File: config.mk
export PLATFORM = sky130hd
export DESIGN_NAME = fetch_unit
export DESIGN_NICKNAME = d
export VERILOG_FILES = /design/src/rtl/fetch_unit.sv
export SDC_FILE = /design/constraint.sdc
export NUM_CORES = 1
export LEC_CHECK = 0
export ABC_AREA = 0
export BUFFER_PORTS_ARGS = -buffer_cell sky130_fd_sc_hd__buf_2
export CAP_MARGIN = 25
export CORE_MARGIN = 5
export CORE_UTILIZATION = 42
export DETAILED_ROUTE_END_ITERATION = 8
export SYNTH_ARGS = -nofsm -noshare
export SYNTH_HDL_FRONTEND = slang
export SYNTH_SLANG_ARGS = --single-unit
export TNS_END_PERCENT = 1
File: constraint.sdc
create_clock -name clk -period 2.95 [get_ports clk]
set_clock_uncertainty 0.2 [all_clocks]
set_input_delay 0.59 -clock clk [delete_from_list [all_inputs] [get_ports clk]]
set_output_delay 0.59 -clock clk [all_outputs]
set_load 0.02 [all_outputs]
File: src/rtl/fetch_unit.sv
// Instruction fetch unit: PC register plus a small circular buffer of
// {pc, word} pairs feeding decode. Redirects flush the buffer and reload the PC.
module fetch_unit #(
    parameter logic [31:0] RESET_PC  = 32'h0000_0000,
    parameter int unsigned BUF_DEPTH = 2
) (
    input  logic        clk,
    input  logic        rst,
    output logic [31:0] iaddr,
    input  logic [31:0] idata,
    input  logic        redirect_valid,
    input  logic [31:0] redirect_pc,
    output logic        inst_valid,
    input  logic        inst_ready,
    output logic [31:0] inst,
    output logic [31:0] inst_pc
);

    localparam int unsigned PTR_W = (BUF_DEPTH > 1) ? $clog2(BUF_DEPTH) : 1;

    logic [31:0]      pc;
    logic [31:0]      buf_pc   [BUF_DEPTH];
    logic [31:0]      buf_word [BUF_DEPTH];
    logic [PTR_W-1:0] wr_ptr;
    logic [PTR_W-1:0] rd_ptr;
    logic [1:0]       count;

    logic full;
    logic deq;
    logic enq;

    function automatic logic [PTR_W-1:0] ptr_inc(input logic [PTR_W-1:0] p);
        return (p == PTR_W'(BUF_DEPTH - 1)) ? '0 : p + 1'b1;
    endfunction

    // Handshake decode; a dequeue frees a slot for a same-edge enqueue when full.
    always_comb begin
        full = (count == 2'(BUF_DEPTH));
        deq  = (count != 2'd0) && inst_ready;
        enq  = !redirect_valid && (!full || deq);
    end

    // Outputs come straight from state, so nothing depends on inst_ready.
    always_comb begin
        iaddr      = pc;
        inst_valid = (count != 2'd0);
        inst       = buf_word[rd_ptr];
        inst_pc    = buf_pc[rd_ptr];
    end

    // PC, buffer storage, pointers and occupancy.
    always_ff @(posedge clk or negedge rst) begin
        if (!rst) begin
            pc     <= RESET_PC;
            wr_ptr <= '0;
            rd_ptr <= '0;
            count  <= 2'd0;
            // Clearing storage makes inst/inst_pc read zero during reset.
            for (int i = 0; i < BUF_DEPTH; i++) begin
                buf_pc[i]   <= 32'd0;
                buf_word[i] <= 32'd0;
            end
        end else if (redirect_valid) begin
            // Flush; any same-edge dequeue was already taken by decode.
            pc     <= {redirect_pc[31:2], 2'b00};
            wr_ptr <= '0;
            rd_ptr <= '0;
            count  <= 2'd0;
        end else begin
            if (enq) begin
                buf_pc[wr_ptr]   <= pc;
                buf_word[wr_ptr] <= idata;
                wr_ptr           <= ptr_inc(wr_ptr);
                pc               <= pc + 32'd4;
            end
            if (deq) begin
                rd_ptr <= ptr_inc(rd_ptr);
            end
            if (enq && !deq) begin
                count <= count + 2'd1;
            end else if (!enq && deq) begin
                count <= count - 2'd1;
            end
        end
    end

endmodule

==> run_summary.xml, run 1 <==
<?xml version="1.0" encoding="UTF-8"?>
<metrics>
  <group name="run_status">
    <metric name="run_status" unit="">finished clean</metric>
  </group>
  <group name="synth">
    <metric name="postSynth.topFlopCell" unit="">sky130_fd_sc_hd__dfrtp_1</metric>
    <metric name="yosysUniqueCellTypes" unit="">54</metric>
    <metric name="yosys.area_share.simple" unit="">0.0904</metric>
    <metric name="synth_adder_area_share" unit="">0.00168</metric>
    <metric name="synth_async_sr_flop_share" unit="">1.00</metric>
    <metric name="synth_edf_count" unit="">0</metric>
    <metric name="netlist_area" unit="mm2">0.00743</metric>
    <metric name="count_of_yosys_warnings_during_synthesis" unit="">0</metric>
    <metric name="syn_area_per_cell" unit="um2">12.9</metric>
    <metric name="share_of_cell_area_taken_by_muxes_after_synthesis" unit="">0.283</metric>
    <metric name="sequential_fraction_of_the_synthesis_area" unit="">0.532</metric>
    <metric name="yosys_register_bits" unit="">158</metric>
    <metric name="synth_compound_gate_area_share" unit="">0.0448</metric>
    <metric name="synth-xor-area-share" unit="">0.0153</metric>
    <metric name="combinational_family_with_the_most_area_after_synthesis" unit="">multiplexers</metric>
    <metric name="netlist_instances" unit="">576</metric>
  </group>
  <group name="floorplanning">
    <metric name="floorplan.initialDensity" unit="">0.428</metric>
    <metric name="rows" unit="">48</metric>
    <metric name="die_area" unit="mm2">0.0205</metric>
    <metric name="top_level_ports" unit="">165</metric>
    <metric name="die_height" unit="um">143</metric>
    <metric name="x_dimension_of_the_die" unit="um">143</metric>
    <metric name="core" unit="mm2">0.0174</metric>
  </group>
  <group name="placed_design">
    <metric name="io_buffer_count" unit="">158</metric>
    <metric name="placement.setup.worst_slack" unit="ns">0.400</metric>
    <metric name="placedInstanceArea" unit="mm2">0.00845</metric>
    <metric name="hpwl" unit="um">12500</metric>
    <metric name="gp_congestion" unit="">0.806</metric>
  </group>
  <group name="timing">
    <metric name="report.final.hold_viol_count" unit="">0</metric>
    <metric name="achievable-frequency" unit="MHz">389</metric>
    <metric name="finalMaxSlewViolations" unit="">0</metric>
    <metric name="fin_setup_tns" unit="ns">0</metric>
    <metric name="finalWorstSetupSlack" unit="ns">0.379</metric>
    <metric name="shortest_period_the_worst_path_allows" unit="ns">2.57</metric>
    <metric name="grt_setup_unrepaired" unit="">no</metric>
    <metric name="hold_slack" unit="ns">0.186</metric>
    <metric name="slew_headroom" unit="">0.429</metric>
    <metric name="final-setup-viol-count" unit="">0</metric>
    <metric name="tightestPinTransition" unit="ns">0.848</metric>
    <metric name="ratio_of_final_minimum_period_to_clock_period" unit="">0.872</metric>
  </group>
  <group name="cells_and_area">
    <metric name="fraction_of_final_layout_cells_with_drive_strength_greater_than_1" unit="">0.539</metric>
    <metric name="nets" unit="">803</metric>
    <metric name="design_area" unit="mm2">0.00905</metric>
    <metric name="area_delta_synth_final" unit="%">21.8</metric>
  </group>
  <group name="cts">
    <metric name="htreeDepth" unit="">4</metric>
    <metric name="postCtsSetupBuffers" unit="">0</metric>
    <metric name="post_cts_resized" unit="">0</metric>
    <metric name="clk_pin_slew" unit="ns">0.06</metric>
    <metric name="clockRootBuffer" unit="">sky130_fd_sc_hd__clkbuf_16</metric>
    <metric name="cts_tree" unit="">built</metric>
    <metric name="clock-sinks" unit="">158</metric>
    <metric name="clock_path_buffers" unit="">2</metric>
    <metric name="clock_insertion_delay_worst_skew" unit="ns">0.41</metric>
    <metric name="numCtsBuffers" unit="">17</metric>
  </group>
  <group name="worst_setup_path">
    <metric name="timing.reg2reg.setup_slack" unit="ns">0.46</metric>
    <metric name="cp_data_arrival_time" unit="ns">1.78</metric>
    <metric name="path_class" unit="">reg -&gt; out</metric>
    <metric name="wp_data_required" unit="ns">2.16</metric>
    <metric name="worst_setup_path_start_kind" unit="">register</metric>
    <metric name="rr_worst_depth" unit="">4</metric>
    <metric name="worstReg2RegEnd" unit="">iaddr[25]</metric>
    <metric name="crit_start" unit="">rd_ptr</metric>
    <metric name="end_kind" unit="">output pin</metric>
    <metric name="crit_end" unit="">inst[12]</metric>
    <metric name="worstReg2RegStart" unit="">iaddr[15]</metric>
    <metric name="crit_fanout" unit="">34</metric>
  </group>
  <group name="power_and_ir_drop">
    <metric name="report.power.total" unit="W">0.00703</metric>
    <metric name="leakage" unit="nW">3.90</metric>
    <metric name="powerDensity" unit="mW/mm2">776</metric>
    <metric name="p_int" unit="W">0.00494</metric>
    <metric name="comb_power_share" unit="">0.268</metric>
    <metric name="seq_power_share" unit="">0.419</metric>
    <metric name="clock_power_share" unit="">0.313</metric>
    <metric name="total_switching_power" unit="W">0.00209</metric>
    <metric name="peakVddDrop" unit="mV">0.418</metric>
    <metric name="p_sw_frac" unit="">0.298</metric>
  </group>
  <group name="detailed_routing">
    <metric name="vias" unit="">5220</metric>
    <metric name="detail_route.drc_violations" unit="">0</metric>
    <metric name="drt-wirelength-per-cell" unit="um">18.6</metric>
    <metric name="final_antenna_net_count" unit="">0</metric>
    <metric name="vias_per_cell" unit="">5.38</metric>
    <metric name="violation_count_after_the_first_detailed_routing_iteration" unit="">216</metric>
    <metric name="drt-total-wl" unit="um">18000</metric>
    <metric name="drt-pass1-iter-count" unit="">4</metric>
  </group>
  <group name="grt">
    <metric name="grt_antenna_before_repair" unit="">3</metric>
    <metric name="grt_use_total" unit="">0.181</metric>
    <metric name="grt_overflow" unit="">0</metric>
    <metric name="grt_pass1_wl" unit="um">29300</metric>
    <metric name="grt_pass1_vias" unit="">5635</metric>
    <metric name="grt_max_degree" unit="">63</metric>
  </group>
  <group name="flow_run">
    <metric name="cap_violations" unit="">0</metric>
  </group>
  <group name="hold_path">
    <metric name="hp-class" unit="">in -&gt; reg</metric>
  </group>
</metrics>
## worst min path at each step
stage | from | to | slack [ns] | cells past startpoint
CTS | redirect_pc[6] | iaddr[6] | 0.16 | 3
detailed placement | buf_word[26] | buf_word[26] | 0.29 | 1
floorplan | rst | buf_pc[10] | 0.09 | 0
finish | redirect_pc[6] | iaddr[6] | 0.19 | 3
global route | redirect_pc[12] | iaddr[12] | 0.18 | 3
global placement | buf_word[15] | buf_word[15] | 0.28 | 1
## cell usage in the layout, fill, tap and decap left out, types with 15 or more instances in the layout
master / instances
sky130_fd_sc_hd__dfrtp_1: 157
sky130_fd_sc_hd__nand3_1: 15
sky130_fd_sc_hd__mux2_2: 186
sky130_fd_sc_hd__buf_4: 16
sky130_fd_sc_hd__clkbuf_16: 17
sky130_fd_sc_hd__buf_2: 157
sky130_fd_sc_hd__nand2_1: 26
sky130_fd_sc_hd__nor2_1: 20
## cell usage after synthesis, types with 3 or more instances
library cell / count / area, um2
sky130_fd_sc_hd__nand2_1: 26 / 97.6
sky130_fd_sc_hd__mux2_2: 186 / 2090
sky130_fd_sc_hd__inv_1: 6 / 22.5
sky130_fd_sc_hd__clkbuf_1: 17 / 63.8
sky130_fd_sc_hd__dfrtp_1: 158 / 3950
sky130_fd_sc_hd__a31oi_1: 13 / 81.3
sky130_fd_sc_hd__buf_1: 5 / 18.8
sky130_fd_sc_hd__nor4_1: 5 / 31.3
sky130_fd_sc_hd__o31ai_1: 8 / 60.1
sky130_fd_sc_hd__xnor2_1: 6 / 52.6
sky130_fd_sc_hd__or3_1: 3 / 18.8
sky130_fd_sc_hd__o31a_1: 4 / 35.0
sky130_fd_sc_hd__or4_1: 9 / 67.6
sky130_fd_sc_hd__nor2_1: 20 / 75.1
sky130_fd_sc_hd__nand3_1: 15 / 75.1
sky130_fd_sc_hd__nand4_1: 13 / 81.3
sky130_fd_sc_hd__buf_2: 8 / 40.0
sky130_fd_sc_hd__nor3_1: 4 / 20.0
sky130_fd_sc_hd__o21ai_0: 13 / 65.1
sky130_fd_sc_hd__buf_4: 4 / 30.0
sky130_fd_sc_hd__xor2_1: 7 / 61.3
sky130_fd_sc_hd__o41ai_1: 3 / 26.3
## critical path, stage by stage, from the launching register on
cell and delay, ns:
sky130_fd_sc_hd__dfrtp_2 0.36, sky130_fd_sc_hd__buf_4 0.40, sky130_fd_sc_hd__mux2_2 0.41, sky130_fd_sc_hd__buf_2 0.16
## flip-flops by register name, summed over array words and instances (netlist names)
name and count:
count 2, rd_ptr 1, wr_ptr 1, buf_pc 60, iaddr 30, buf_word 64
## power by group through the flow
stage | registers (W) | logic, W | clock network, W
floorplan | 0.00294 | 0.00131 | 0
global placement | 0.00294 | 0.00188 | 0
detailed placement | 0.00299 | 0.00191 | 0
CTS | 0.00295 | 0.00192 | 0.00226
global route | 0.00302 | 0.00204 | 0.00235
finish | 0.00295 | 0.00188 | 0.00220
## layout make-up
| type | count | area, um2 |
|---|---|---|
| Multi-Input combinational cell | 375 | 3260 |
| Sequential cell | 158 | 3960 |
| Fill cell | 1547 | 8300 |
| Tap cell | 225 | 282 |
| Timing Repair Buffer | 176 | 947 |
| Antenna cell | 1 | 2.50 |
| Clock inverter | 7 | 113 |
| Inverter | 6 | 22.5 |
| Clock buffer | 22 | 474 |
## routing by layer
| layer | part of all wire | track usage | wire (um) |
|---|---|---|---|
| met2 | 0.48 | 0.293 | 8620 |
| met1 | 0.44 | 0.237 | 7880 |
| met3 | 0.068 | 0.0502 | 1230 |
| met5 | 0.0016 | 0 | 28 |
| met4 | 0.015 | 0.0610 | 263 |
## cell families (layout without fill, tap and decap cells)
kind of cell             Yosys count  in the layout
AND/OR/NAND/NOR                  121            121
buffers and inverters             46            211
XOR/XNOR                          13             13
flip-flops                       158            158
other                              1              5
AO/OA/AOI/OAI                     49             49
multiplexers                     187            187
adder cells (fa/ha/maj)            1              1
## stage by stage
step / util / instances
2_1_floorplan: - / 579
3_3_place_gp: 0.487 / 939
3_5_place_dp: 0.487 / 939
4_1_cts: 0.521 / 969
5_1_grt: 0.521 / 969
6_report: 0.522 / 970
## repair_timing
action / in CTS / in global routing
hold buffers: 1 / 0
endpoints found under the hold margin: 59 / 0
endpoints found under the setup margin: 0 / 0
Note: power is estimated with default switching activity, not from simulation.
==> run 2: changes to the inputs <==
--- a/constraint.sdc
+++ b/constraint.sdc
@@ -4,2 +4,2 @@
 set_output_delay 0.59 -clock clk [all_outputs]
-set_load 0.02 [all_outputs]
+set_load 0.01 [all_outputs]
==> run 2 against run 1 <==
Net effect:
- clock power is 7% higher
- sequential power hardly changed
- combinational power is 13% lower
- power is 1.3% lower
- flip-flop and latch count stayed put
- setup slack better by 0.022 ns
- maximum frequency is 0.85% higher
- critical path type unchanged
- wire length is 0.83% lower
- critical endpoint unchanged
- die area stayed put
- global-route usage is 0.31 points lower
==> run_summary.xml, run 2 (synthesis results as in run 1) <==
<?xml version="1.0" encoding="UTF-8"?>
<metrics>
  <group name="run_status">
    <metric name="run_status" unit="">finished clean</metric>
  </group>
  <group name="cts">
    <metric name="clock_path_buffers" unit="">2</metric>
    <metric name="clockRootBuffer" unit="">sky130_fd_sc_hd__clkbuf_16</metric>
    <metric name="clock-sinks" unit="">158</metric>
    <metric name="htreeDepth" unit="">4</metric>
    <metric name="numCtsBuffers" unit="">17</metric>
    <metric name="cts_tree" unit="">built</metric>
    <metric name="clk_pin_slew" unit="ns">0.06</metric>
    <metric name="clock_insertion_delay_worst_skew" unit="ns">0.42</metric>
    <metric name="post_cts_resized" unit="">0</metric>
  </group>
  <group name="grt">
    <metric name="grt_pass1_vias" unit="">5474</metric>
    <metric name="grt_use_total" unit="">0.178</metric>
    <metric name="grt_max_degree" unit="">63</metric>
    <metric name="grt_overflow" unit="">0</metric>
    <metric name="grt_pass1_wl" unit="um">28800</metric>
    <metric name="grt_antenna_before_repair" unit="">3</metric>
  </group>
  <group name="timing">
    <metric name="final-setup-viol-count" unit="">0</metric>
    <metric name="finalMaxSlewViolations" unit="">0</metric>
    <metric name="report.final.hold_viol_count" unit="">0</metric>
    <metric name="grt_setup_unrepaired" unit="">no</metric>
    <metric name="finalWorstSetupSlack" unit="ns">0.401</metric>
    <metric name="ratio_of_final_minimum_period_to_clock_period" unit="">0.864</metric>
    <metric name="tightestPinTransition" unit="ns">0.779</metric>
    <metric name="achievable-frequency" unit="MHz">392</metric>
    <metric name="fin_setup_tns" unit="ns">0</metric>
    <metric name="shortest_period_the_worst_path_allows" unit="ns">2.55</metric>
    <metric name="slew_headroom" unit="">0.476</metric>
  </group>
  <group name="placed_design">
    <metric name="hpwl" unit="um">12400</metric>
    <metric name="gp_congestion" unit="">0.791</metric>
    <metric name="placement.setup.worst_slack" unit="ns">0.460</metric>
    <metric name="placedInstanceArea" unit="mm2">0.00845</metric>
    <metric name="io_buffer_count" unit="">158</metric>
  </group>
  <group name="worst_setup_path">
    <metric name="cp_data_arrival_time" unit="ns">1.76</metric>
    <metric name="end_kind" unit="">output pin</metric>
    <metric name="path_class" unit="">reg -&gt; out</metric>
    <metric name="worst_setup_path_start_kind" unit="">register</metric>
    <metric name="wp_data_required" unit="ns">2.16</metric>
    <metric name="worst_path_largest_cell_delay" unit="ns">0.41</metric>
    <metric name="critical_path.cell_chain" unit="">buf_4 &gt; mux2_2 &gt; buf_2</metric>
    <metric name="crit_fanout" unit="">34</metric>
    <metric name="critical_path.slowest_cell" unit="">sky130_fd_sc_hd__buf_4</metric>
  </group>
  <group name="detailed_routing">
    <metric name="vias" unit="">5194</metric>
    <metric name="detail_route.drc_violations" unit="">0</metric>
    <metric name="final_antenna_net_count" unit="">0</metric>
    <metric name="drt-total-wl" unit="um">17900</metric>
    <metric name="drt-pass1-iter-count" unit="">4</metric>
    <metric name="violation_count_after_the_first_detailed_routing_iteration" unit="">232</metric>
    <metric name="drt-wirelength-per-cell" unit="um">18.4</metric>
    <metric name="vias_per_cell" unit="">5.34</metric>
  </group>
  <group name="cells_and_area">
    <metric name="design_area" unit="mm2">0.00910</metric>
    <metric name="mostFrequentLayoutCells" unit="">sky130_fd_sc_hd__mux2_2, sky130_fd_sc_hd__dfrtp_1, sky130_fd_sc_hd__buf_2</metric>
    <metric name="nets" unit="">802</metric>
    <metric name="largest_register_ff_count" unit="">64</metric>
    <metric name="top_register" unit="">buf_word</metric>
    <metric name="utilization" unit="">0.524</metric>
    <metric name="area_delta_synth_final" unit="%">22.4</metric>
    <metric name="layout.area.seq" unit="mm2">0.00396</metric>
    <metric name="multi_input_comb_area" unit="mm2">0.00326</metric>
    <metric name="layout.cells.most_common" unit="">sky130_fd_sc_hd__mux2_2</metric>
    <metric name="n_fill_cell" unit="">1524</metric>
    <metric name="fraction_of_final_layout_cells_with_drive_strength_greater_than_1" unit="">0.543</metric>
  </group>
  <group name="power_and_ir_drop">
    <metric name="powerDensity" unit="mW/mm2">762</metric>
    <metric name="leakage" unit="nW">3.92</metric>
    <metric name="peakVddDrop" unit="mV">0.417</metric>
  </group>
  <group name="floorplanning">
    <metric name="x_dimension_of_the_die" unit="um">143</metric>
    <metric name="top_level_ports" unit="">165</metric>
    <metric name="die_area" unit="mm2">0.0205</metric>
    <metric name="core" unit="mm2">0.0174</metric>
    <metric name="rows" unit="">48</metric>
    <metric name="die_height" unit="um">143</metric>
    <metric name="floorplan.initialDensity" unit="">0.428</metric>
  </group>
  <group name="flow_run">
    <metric name="cap_violations" unit="">0</metric>
  </group>
  <group name="hold_path">
    <metric name="hp-class" unit="">in -&gt; reg</metric>
  </group>
</metrics>
run 2: layout make-up:
cell class / count / share of cell area
repair buffers: 175 / 0.103
clock inverters: 13 / 0.0206
inverters: 6 / 0.00248
diodes: 1 / 0.000275
well taps: 225 / 0.0309
flip-flops and latches: 158 / 0.435
multi-input cells: 375 / 0.358
clock buffers: 19 / 0.0498
run 2: power breakdown:
group	switching (W)	internal (W)
registers	0.000293	0.00265
logic	0.000744	0.000897
clock network	0.000882	0.00147
run 2: per-stage QoR:
| stage | cells | total power (W) | hold WS, ns |
|---|---|---|---|
| detailed placement | 938 | 0.00466 | 0.290 |
| floorplan | 579 | 0.00400 | 0.0944 |
| finish | 972 | 0.00694 | 0.177 |
| CTS | 971 | 0.00703 | 0.158 |
| global route | 971 | 0.00731 | 0.182 |
| global placement | 938 | 0.00458 | 0.283 |
run 2: worst paths after layout:
check                      slack, ns  cells past startpoint      startpoint           end
setup / recovery                0.40                      3          rd_ptr      inst[12]
max in group asynchronous       1.24                      3             rst   buf_word[8]
setup reg to reg                0.51                      5        iaddr[8]     iaddr[24]
hold / removal                  0.18                      3  redirect_pc[6]      iaddr[6]
hold reg to reg                 0.30                      1      buf_pc[34]    buf_pc[34]
min in group asynchronous       0.53                      2             rst  buf_word[32]
run 2: metal layers:
metal,routed length (um),GRT usage,part of all wire,vias up
li1,-,-,-,2417
met1,7720,0.237,0.43,2586
met2,8550,0.288,0.48,159
met3,1330,0.0496,0.075,26
met4,236,0.0495,0.013,6
met5,30,0,0.0017,-
run 2: repair_timing:
item,CTS,global route
setup buffers,0,0
hold buffers,1,0
hold endpoints to repair,59,0
setup endpoints to repair,0,0
run 2: critical path, delay by kind of cell (launching register included):
family                 cells  cell delay, ns
buffers and inverters      2            0.55
muxes                      1            0.40
DFF                        1            0.36
